--- src/rtl/cache_ctrl_pkg.sv ---
// Shared types, constants and width helpers for the set-associative cache controller.
package cache_ctrl_pkg;

   // Controller states
   typedef enum logic [1:0] {
      CHECK     = 2'd0,
      WRITEBACK = 2'd1,
      FILL      = 2'd2
   } state_t;

   // Data array input select
   localparam logic [1:0] DSEL_FILL = 2'b00;
   localparam logic [1:0] DSEL_CPU  = 2'b01;
   localparam logic [1:0] DSEL_NONE = 2'b11;

   // Width of a way index; never narrower than one bit
   function automatic int unsigned way_idx_w(input int unsigned ways);
      return (ways > 1) ? $clog2(ways) : 1;
   endfunction

endpackage

--- src/rtl/plru_array.sv ---
// Per-set tree pseudo-LRU storage with victim lookup and touch-update port.
module plru_array
   import cache_ctrl_pkg::*;
#(
   parameter int unsigned WAYS    = 4,
   parameter int unsigned S_INDEX = 3
) (
   input  logic                       clk,
   input  logic                       rst,
   input  logic [S_INDEX-1:0]         index,
   output logic [way_idx_w(WAYS)-1:0] victim,
   input  logic                       upd_en,
   input  logic [way_idx_w(WAYS)-1:0] upd_way
);

   localparam int unsigned LVL  = way_idx_w(WAYS);
   localparam int unsigned SETS = 2 ** S_INDEX;

   // Tree nodes 0..WAYS-2 (root 0, children 2n+1/2n+2); top slot is padding held at 0
   logic [WAYS-1:0] plru_q [SETS];
   logic [WAYS-1:0] cur;
   logic [WAYS-1:0] nxt;
   logic [LVL-1:0]  node_v;
   logic [LVL-1:0]  node_u;
   logic [LVL-1:0]  way_sh;
   logic            bit_v;
   logic            dir_u;

   assign cur = plru_q[index];

   // Victim walk: each node bit picks the child the victim lies under (0 = left)
   always_comb begin
      victim = '0;
      node_v = '0;
      bit_v  = 1'b0;
      for (int l = 0; l < LVL; l++) begin
         bit_v  = cur[node_v];
         victim = LVL'({victim, bit_v});
         node_v = LVL'({node_v, 1'b0}) + LVL'(1) + LVL'(bit_v);
      end
   end

   // Touch: along the accessed way's path, point every node at the other subtree
   always_comb begin
      nxt    = cur;
      node_u = '0;
      way_sh = upd_way;
      dir_u  = 1'b0;
      for (int l = 0; l < LVL; l++) begin
         dir_u       = way_sh[LVL-1];
         nxt[node_u] = ~dir_u;
         node_u      = LVL'({node_u, 1'b0}) + LVL'(1) + LVL'(dir_u);
         way_sh      = LVL'({way_sh, 1'b0});
      end
      nxt[WAYS-1] = 1'b0;
   end

   // PLRU state storage, cleared on reset
   always_ff @(posedge clk) begin
      if (rst) begin
         for (int s = 0; s < SETS; s++) begin
            plru_q[s] <= '0;
         end
      end else if (upd_en) begin
         plru_q[index] <= nxt;
      end
   end

endmodule

--- src/rtl/assoc_cache_control.sv ---
// Control FSM for an N-way set-associative write-back, write-allocate cache.
module assoc_cache_control
   import cache_ctrl_pkg::*;
#(
   parameter int unsigned WAYS    = 4,
   parameter int unsigned S_INDEX = 3
) (
   input  logic                       clk,
   input  logic                       rst,
   input  logic                       mem_read,
   input  logic                       mem_write,
   input  logic [S_INDEX-1:0]         mem_index,
   output logic                       mem_resp,
   output logic                       pmem_read,
   output logic                       pmem_write,
   input  logic                       pmem_resp,
   input  logic [WAYS-1:0]            way_hit,
   input  logic [WAYS-1:0]            way_valid,
   input  logic [WAYS-1:0]            way_dirty,
   output logic [WAYS-1:0]            tag_load,
   output logic [WAYS-1:0]            valid_load,
   output logic [WAYS-1:0]            dirty_load,
   output logic                       dirty_in,
   output logic [WAYS-1:0]            data_we,
   output logic [1:0]                 data_sel,
   output logic                       addr_sel,
   output logic [way_idx_w(WAYS)-1:0] victim_way
);

   localparam int unsigned WW = way_idx_w(WAYS);

   state_t          state_q;
   state_t          state_d;
   logic [WW-1:0]   victim_q;
   logic [WW-1:0]   victim_d;

   logic            req;
   logic            hit_any;
   logic [WW-1:0]   hit_idx;
   logic [WAYS-1:0] hit_oh;
   logic            inv_any;
   logic [WW-1:0]   inv_idx;
   logic [WW-1:0]   miss_victim;
   logic [WW-1:0]   plru_victim;
   logic [WAYS-1:0] victim_oh;
   logic            plru_upd;
   logic [WW-1:0]   plru_way;

   assign req       = mem_read | mem_write;
   assign hit_any   = |way_hit;
   assign inv_any   = ~&way_valid;
   assign hit_oh    = WAYS'(1) << hit_idx;
   assign victim_oh = WAYS'(1) << victim_q;

   // Lowest-index hit way and lowest-index invalid way
   always_comb begin
      hit_idx = '0;
      inv_idx = '0;
      for (int i = WAYS - 1; i >= 0; i--) begin
         if (way_hit[i]) begin
            hit_idx = WW'(i);
         end
         if (!way_valid[i]) begin
            inv_idx = WW'(i);
         end
      end
   end

   // Invalid ways are filled before anything is evicted
   assign miss_victim = inv_any ? inv_idx : plru_victim;

   plru_array #(
      .WAYS    (WAYS),
      .S_INDEX (S_INDEX)
   ) u_plru (
      .clk     (clk),
      .rst     (rst),
      .index   (mem_index),
      .victim  (plru_victim),
      .upd_en  (plru_upd),
      .upd_way (plru_way)
   );

   // State and latched victim registers
   always_ff @(posedge clk) begin
      if (rst) begin
         state_q  <= CHECK;
         victim_q <= '0;
      end else begin
         state_q  <= state_d;
         victim_q <= victim_d;
      end
   end

   // Next-state and datapath control decode
   always_comb begin
      state_d    = state_q;
      victim_d   = victim_q;
      mem_resp   = 1'b0;
      pmem_read  = 1'b0;
      pmem_write = 1'b0;
      tag_load   = '0;
      valid_load = '0;
      dirty_load = '0;
      dirty_in   = 1'b0;
      data_we    = '0;
      data_sel   = DSEL_NONE;
      addr_sel   = 1'b0;
      victim_way = victim_q;
      plru_upd   = 1'b0;
      plru_way   = victim_q;

      unique case (state_q)
         CHECK: begin
            if (req) begin
               if (hit_any) begin
                  mem_resp = 1'b1;
                  plru_upd = 1'b1;
                  plru_way = hit_idx;
                  // Write takes priority when both request lines are raised
                  if (mem_write) begin
                     data_we    = hit_oh;
                     data_sel   = DSEL_CPU;
                     dirty_load = hit_oh;
                     dirty_in   = 1'b1;
                  end
               end else begin
                  victim_d = miss_victim;
                  if (way_valid[miss_victim] && way_dirty[miss_victim]) begin
                     state_d = WRITEBACK;
                  end else begin
                     state_d = FILL;
                  end
               end
            end
         end

         WRITEBACK: begin
            pmem_write = 1'b1;
            addr_sel   = 1'b1;
            if (pmem_resp) begin
               state_d = FILL;
            end
         end

         FILL: begin
            pmem_read = 1'b1;
            data_sel  = DSEL_FILL;
            if (pmem_resp) begin
               data_we    = victim_oh;
               tag_load   = victim_oh;
               valid_load = victim_oh;
               dirty_load = victim_oh;
               plru_upd   = 1'b1;
               state_d    = CHECK;
            end
         end

         default: begin
            state_d = CHECK;
         end
      endcase
   end

   // Datapath must never report more than one matching way
   hit_onehot_a: assert property (@(posedge clk) disable iff (rst)
      (req && state_q == CHECK) |-> $onehot0(way_hit));

endmodule
--- config.mk ---
export PLATFORM = sky130hd
export DESIGN_NAME = assoc_cache_control
export DESIGN_NICKNAME = d
export VERILOG_FILES = /design/src/rtl/cache_ctrl_pkg.sv /design/src/rtl/plru_array.sv /design/src/rtl/assoc_cache_control.sv
export SDC_FILE = /design/constraint.sdc
export NUM_CORES = 1
export LEC_CHECK = 0
export CAP_MARGIN = 10
export CORE_MARGIN = 2
export CORE_UTILIZATION = 36
export DETAILED_ROUTE_END_ITERATION = 8
export GPL_TIMING_DRIVEN = 0
export SYNTH_ARGS = -nofsm -noshare
export SYNTH_HDL_FRONTEND = slang
export SYNTH_HIERARCHICAL = 1
export SYNTH_SLANG_ARGS = --single-unit
--- constraint.sdc ---
create_clock -name clk -period 3.3 [get_ports clk]
set_input_delay 0.66 -clock clk [delete_from_list [all_inputs] [get_ports clk]]
set_output_delay 0.66 -clock clk [all_outputs]
set_load 0.005 [all_outputs]
==> results of run 1 <==
## cells by family after synthesis
kind of cell / count (synthesis) / synth area share [%]
and+or+nand+nor: 90 / 26.6
DFF: 28 / 45.9
AOI/OAI and AO/OA: 20 / 9.55
buffers and inverters: 18 / 6.53
muxes: 12 / 11.3
## registers in the layout, summed over array words and instances (netlist names)
register and cells:
u_plru/plru_q 24, state_q 2, victim_way 2
## worst min path at each step
stage,from,to,slack (ns),depth (start not counted)
CTS,victim_way[0],victim_way[0],0.59,2
global route,victim_way[0],victim_way[0],0.62,2
global placement,victim_way[0],victim_way[0],0.55,2
finish,victim_way[0],victim_way[0],0.59,2
detailed placement,victim_way[0],victim_way[0],0.57,2
floorplan,victim_way[0],victim_way[0],0.50,2
## worst min-delay path: cells and delay by family, from the launching register on
family,cells,cell delay [ns]
and+or+nand+nor,1,0.09
DFF,1,0.40
AOI/OAI and AO/OA,1,0.06
## per-stage QoR
stage	power (mW)	instances	cell area [sq um]	setup WS (ns)
after floorplan	0.504	168	1740	0.737
after global placement	0.570	264	2230	0.0560
after detailed placement	0.574	264	2230	0.0170
after CTS	0.845	268	2300	0.0130
after global routing	0.877	268	2310	0.0324
final	0.841	268	2310	0.148
## cell type report
type / instances / area (sq um) / share of cell area [%]
multi-input cells: 122 / 828 / 35.9
clock buffers: 3 / 41.3 / 1.79
well taps: 54 / 67.6 / 2.93
plain buffers: 15 / 103 / 4.45
repair buffers: 42 / 425 / 18.4
flip-flops and latches: 28 / 801 / 34.7
inverters: 3 / 11.3 / 0.488
clock inverters: 1 / 30.0 / 1.30
## power by group
group	switching (mW)	total, mW	leakage (nW)	internal, mW
logic	0.0793	0.159	0.605	0.0795
registers	0.00583	0.406	0.281	0.400
clock network	0.114	0.276	0.0357	0.163
total	0.199	0.841	0.922	0.643
## synth_stat cells
| library cell | count |
|---|---|
| a211oi_1 | 1 |
| a21o_1 | 1 |
| a21oi_1 | 3 |
| a31o_2 | 2 |
| a41o_1 | 1 |
| and2_1 | 2 |
| and2b_2 | 1 |
| and3_1 | 1 |
| and3b_1 | 2 |
| buf_1 | 1 |
| buf_2 | 1 |
| buf_4 | 10 |
| buf_6 | 1 |
| clkbuf_1 | 2 |
| dfxtp_1 | 4 |
| edfxtp_1 | 24 |
| inv_1 | 3 |
| mux2_2 | 2 |
| mux2i_1 | 4 |
| mux4_2 | 6 |
| nand2_1 | 20 |
| nand2b_1 | 10 |
| nand3_1 | 2 |
| nor2_1 | 29 |
| nor2b_1 | 7 |
| nor3_1 | 9 |
| nor3_4 | 1 |
| nor3b_1 | 1 |
| nor4_4 | 1 |
| nor4bb_1 | 1 |
| o211ai_4 | 1 |
| o21ai_0 | 3 |
| o21ai_1 | 1 |
| o21bai_1 | 1 |
| o221ai_1 | 1 |
| o22a_1 | 2 |
| o31a_1 | 1 |
| o32ai_1 | 1 |
| o41ai_2 | 1 |
| or2_0 | 1 |
| or2_2 | 2 |
## timing repair
item | 4_1_cts | 5_1_grt
hold buffers | 0 | 0
buffers inserted | 0 | 0
setup endpoints to repair | 0 | 1
resized for setup | 0 | 2
## routing by layer
metal  GRT usage (%)  vias up  share of wire, %
li1                -      689                 -
met1            17.9      666                41
met2            29.0       60                53
met3            2.19        4               5.7
met4            4.65        0              0.70
met5               0        -                 0
==> flow_summary.toml, run 1 <==
[run_status]
outcome = "complete, no violations"

[pwr]
leakagePower_nw = 0.922
ir_worst_vdd_uv = 211
power.density_nw_per_um2 = 365

[floorplanning]
fp.dieH_um = 73.6
die_area_sq_um = 5410
core_sq_um = 4690
io_pins = 45
fp-row-count = 25
die_w_um = 73.6
initial_core_util_pct = 37.1

[critical_path]
reg2reg_depth = 6
path_buf_inv = 2
cp_data_arrival_time_ns = 2.49
end_kind = "output port"
crit_chain = "clkdlybuf4s50_1 -> nor4_4 -> and2b_2 -> o21bai_1 -> clkdlybuf4s50_1"
reg2reg_to = "u_plru/plru_q[3][1]"
cp_top_family = "buffers and inverters"
cp_max_fo = 6
cpMaxStageDelayCell = "clkdlybuf4s50_1"
cp-start-kind = "input port"
worstSetupPathDepth = 5
path_class = "input port to output port"
critical_path.max_stage_delay_ns = 0.53
worstReg2RegStart = "state_q[1]"
rrSetupSlack_ns = 0.54
path_common_cell = "clkdlybuf4s50_1"
crit_end = "data_sel[1]"
startpoint = "way_hit[3]"
cp.required_ns = 2.64

[timing]
setup_violations = 0
finalMaxSlewViolations = 0
hold_viol_final = 0
relSlewSlack_pct = 59.4
fmax_mhz = 317
fin_crit_sh_pct = 95.5
holdWs_ns = 0.593
setup_tns_ns = 0
rsz0062_at_grt = "no"
fin_skew_ns = 0.0157
period_minus_slack_ns = 3.15
worst_pin_slew_ns = 0.603

[cells_and_area]
area_growth_pct = 32.4
final_nets = 235
most-common-layout-cells = "clkdlybuf4s50_1, nor2_1, edfxtp_1"
num_antenna_cells = 0
n_fill_cell = 429
layout_commonest_cell = "clkdlybuf4s50_1"
fin_util_pct = 49.2
layout-drive-gt1-share_pct = 15.4

[clocking]
clk_latency_ns = 0.29
cts_tree = "done"
htreeDepth = 1
cts_sinks = 28
cts-buffers-inserted = 3
cts.clk_slew.worst_paths_ns = 0.11
cts_buffer_depth = 2
root_buffer = "clkbuf_8"

[synthesis]
synth_area_sq_um = 1740
synth_top_cells_by_area = "edfxtp_1, mux4_2, nor2_1, dfxtp_1, buf_4"
yosysWarningCount = 6
ys_seq_area_share_pct = 45.9
synth.largest_area_cell = "edfxtp_1"
synth_top_area_share_pct = 41.3
synth_fp_nets = 188
synthDistinctLibCells = 41
netlist_instances = 168
syn_area_per_cell_sq_um = 10.4
ys_ff_latch = 28

[place]
place_hpwl_um = 3090
place.gp.congestion = 0.812
io_buffers = 42

[route]
drtIter0Drc = 70
routedWlPerCell_um = 14.9
via_per_inst = 5.29
ant_nets = 0
dr_total_vias = 1419
wl_um = 4000
dr.pass1.iters = 4
remaining_drc_errors = 0

[global_routing]
antenna_found_initial = 0
grt_usage_pct = 15.4
grt_max_degree = 17
grt_pass1_wl_um = 6400
overflow = 0
grt_pass1_vias = 1417

[min_path]
min_path_type = "flip-flop to flip-flop"

[run]
maxCapViolations = 0
Power figures use the tool's default switching activity.
==> run 2: changes to the inputs <==
--- a/config.mk
+++ b/config.mk
@@ -5,12 +5,9 @@
 export SDC_FILE = /design/constraint.sdc
 export NUM_CORES = 1
 export LEC_CHECK = 0
-export CAP_MARGIN = 10
 export CORE_MARGIN = 2
 export CORE_UTILIZATION = 36
 export DETAILED_ROUTE_END_ITERATION = 8
-export GPL_TIMING_DRIVEN = 0
 export SYNTH_ARGS = -nofsm -noshare
 export SYNTH_HDL_FRONTEND = slang
-export SYNTH_HIERARCHICAL = 1
 export SYNTH_SLANG_ARGS = --single-unit
==> run 2 against run 1 <==
First-iteration DRC count decreased by 26%. Wire length decreased by 0.95%. Largest cell class is now sequential cells. Sequential power hardly changed. Sequential share of layout area rose by 2.1 points.
==> flow_summary.toml, run 2 <==
[route]
dr_total_vias = 1354
drtIter0Drc = 52
via_per_inst = 5.17
dr.pass1.iters = 4
routedWlPerCell_um = 15.1
wl_um = 3960
ant_nets = 0
remaining_drc_errors = 0

[timing]
relSlewSlack_pct = 69.3
hold_viol_final = 0
setup_tns_ns = 0
fmax_mhz = 317
worst_pin_slew_ns = 0.457
fin_crit_sh_pct = 95.6
finalMaxSlewViolations = 0
setup_violations = 0
rsz0062_at_grt = "no"
period_minus_slack_ns = 3.16
fin_skew_ns = 0.00189

[synthesis]
ys.flop_type = "edfxtp_1"
async_reset_ff_share_pct = 0
synth_fp_nets = 188
ys_ff_latch = 28
synth_top_area_share_pct = 43.5
synthMostInstantiatedCell = "nor2_1"
synth_edf_count = 24
syn_area_per_cell_sq_um = 9.86
ys_seq_area_share_pct = 48.3
synth_area_sq_um = 1660
synth.largest_area_cell = "edfxtp_1"
netlist_instances = 168
synthDistinctLibCells = 36
synth_common_cells = "nor2_1, edfxtp_1, nand2_1"
synth_top_cells_by_area = "edfxtp_1, nor2_1, mux4_2, dfxtp_1, mux2i_1"
yosysWarningCount = 0

[pwr]
power.density_nw_per_um2 = 343
p_switching_mw = 0.182
switching_share_pct = 24.3
seqPwrFrac_pct = 54.6
leakagePower_nw = 0.833
p_int_mw = 0.565
clkPwrFrac_pct = 24.5
combPwrFrac_pct = 20.9
power_mw = 0.747
ir_worst_vdd_uv = 161

[cells_and_area]
layout_commonest_cell = "nor2_1"
top_register = "u_plru.plru_q"
most-common-layout-cells = "nor2_1, clkdlybuf4s50_1, edfxtp_1"
final_nets = 232
largest_reg_flops = 24
num_antenna_cells = 0
area_growth_pct = 31.4
final_cells = 262
final_cell_area_sq_um = 2180
layout-drive-gt1-share_pct = 10.5

[floorplanning]
die_w_um = 71.8
fp.dieH_um = 71.8
fp-row-count = 24
core_sq_um = 4380
initial_core_util_pct = 37.8
die_area_sq_um = 5160
io_pins = 45

[clocking]
cts-buffers-inserted = 3
cts_tree = "done"
cts_buffer_depth = 2
htreeDepth = 1
root_buffer = "clkbuf_8"
cts_setup_buffers = 0
cts.clk_slew.worst_paths_ns = 0.09
postCtsHoldBufs = 0
cts_resized = 0
cts_sinks = 28
clk_latency_ns = 0.27

[global_routing]
overflow = 0
grt_usage_pct = 16.7
grt_max_degree = 15
grt_pass1_wl_um = 6590
antenna_found_initial = 0
grt_pass1_vias = 1400

[critical_path]
cp-start-kind = "input port"
cp_max_fo = 5
end_kind = "output port"
path_class = "input port to output port"
cp_data_arrival_time_ns = 2.50
cp.required_ns = 2.64

[run_status]
outcome = "complete, no violations"

[place]
place.gp.congestion = 0.813
io_buffers = 44
place_hpwl_um = 3150
post_dp_cell_area_sq_um = 2140
dp.cells = 259

[run]
maxCapViolations = 0

[min_path]
min_path_type = "flip-flop to flip-flop"
-- run 2: cell types whose count changed in the layout (fill, tap and decap cells not counted), sizes merged, moves of 3 or more --
cell,previous run,this run
a21oi,3,6
buf,13,9
clkdlybuf4s50,40,44
nor3,10,2
mux2,2,5
nor2b,7,4
mux2i,4,8
nand2,20,16
nor2,29,45
-- run 2: worst paths after layout --
path                                          start       endpoint  slack, ns  depth (start not counted)
worst max-delay path                      pmem_resp  dirty_load[0]       0.14                          5
worst min-delay path                  victim_way[0]  victim_way[0]       0.61                          2
worst max register to register  u_plru.plru_q[5][2]     state_q[0]       0.99                          6
worst min register to register        victim_way[0]  victim_way[0]       0.61                          2
-- run 2: through the flow --
stage	hold WS (ns)	utilization, %	setup slack (ns)
after global placement	0.565	48.7	0.103
after detailed placement	0.583	48.7	0.0541
after global routing	0.634	49.7	0.0741
after floorplan	0.529	-	0.658
after CTS	0.602	49.7	0.129
final	0.606	49.7	0.145
-- run 2: critical path, stage by stage --
cell             delay [ns]
clkdlybuf4s50_1        0.55
and2_1                 0.27
nor3b_1                0.34
a31o_1                 0.17
clkdlybuf4s50_1        0.50
-- run 2: cells by family after synthesis --
family | Yosys count | synth area share, %
simple gates | 84 | 22.6
flops | 28 | 48.3
compound gates | 20 | 8.38
buf+inv | 19 | 6.80
mux | 17 | 13.9
-- run 2: area by class of cell --
| class | instances | area [sq um] |
|---|---|---|
| Clock buffer | 3 | 41.3 |
| Fill cell | 398 | 2210 |
| Inverter | 5 | 18.8 |
| Multi-Input combinational cell | 121 | 743 |
| Sequential cell | 28 | 801 |
| Tap cell | 52 | 65.1 |
| Timing Repair Buffer | 53 | 508 |
-- run 2: routing by layer --
| metal | vias to the layer above | global-route usage (%) | wire length [um] |
|---|---|---|---|
| met3 | 5 | 3.23 | 204 |
| met1 | 642 | 20.8 | 1710 |
| met5 | - | 0 | 0 |
| met2 | 39 | 28.9 | 1980 |
| li1 | 668 | - | - |
| met4 | 0 | 5.66 | 59 |
-- run 2: power by group through the flow --
stage / sequential, mW / combinational (mW) / clock (mW)
after global placement: 0.416 / 0.154 / 0
after global routing: 0.409 / 0.172 / 0.200
after detailed placement: 0.416 / 0.156 / 0
final: 0.408 / 0.156 / 0.183
after CTS: 0.408 / 0.157 / 0.187
after floorplan: 0.412 / 0.0822 / 0
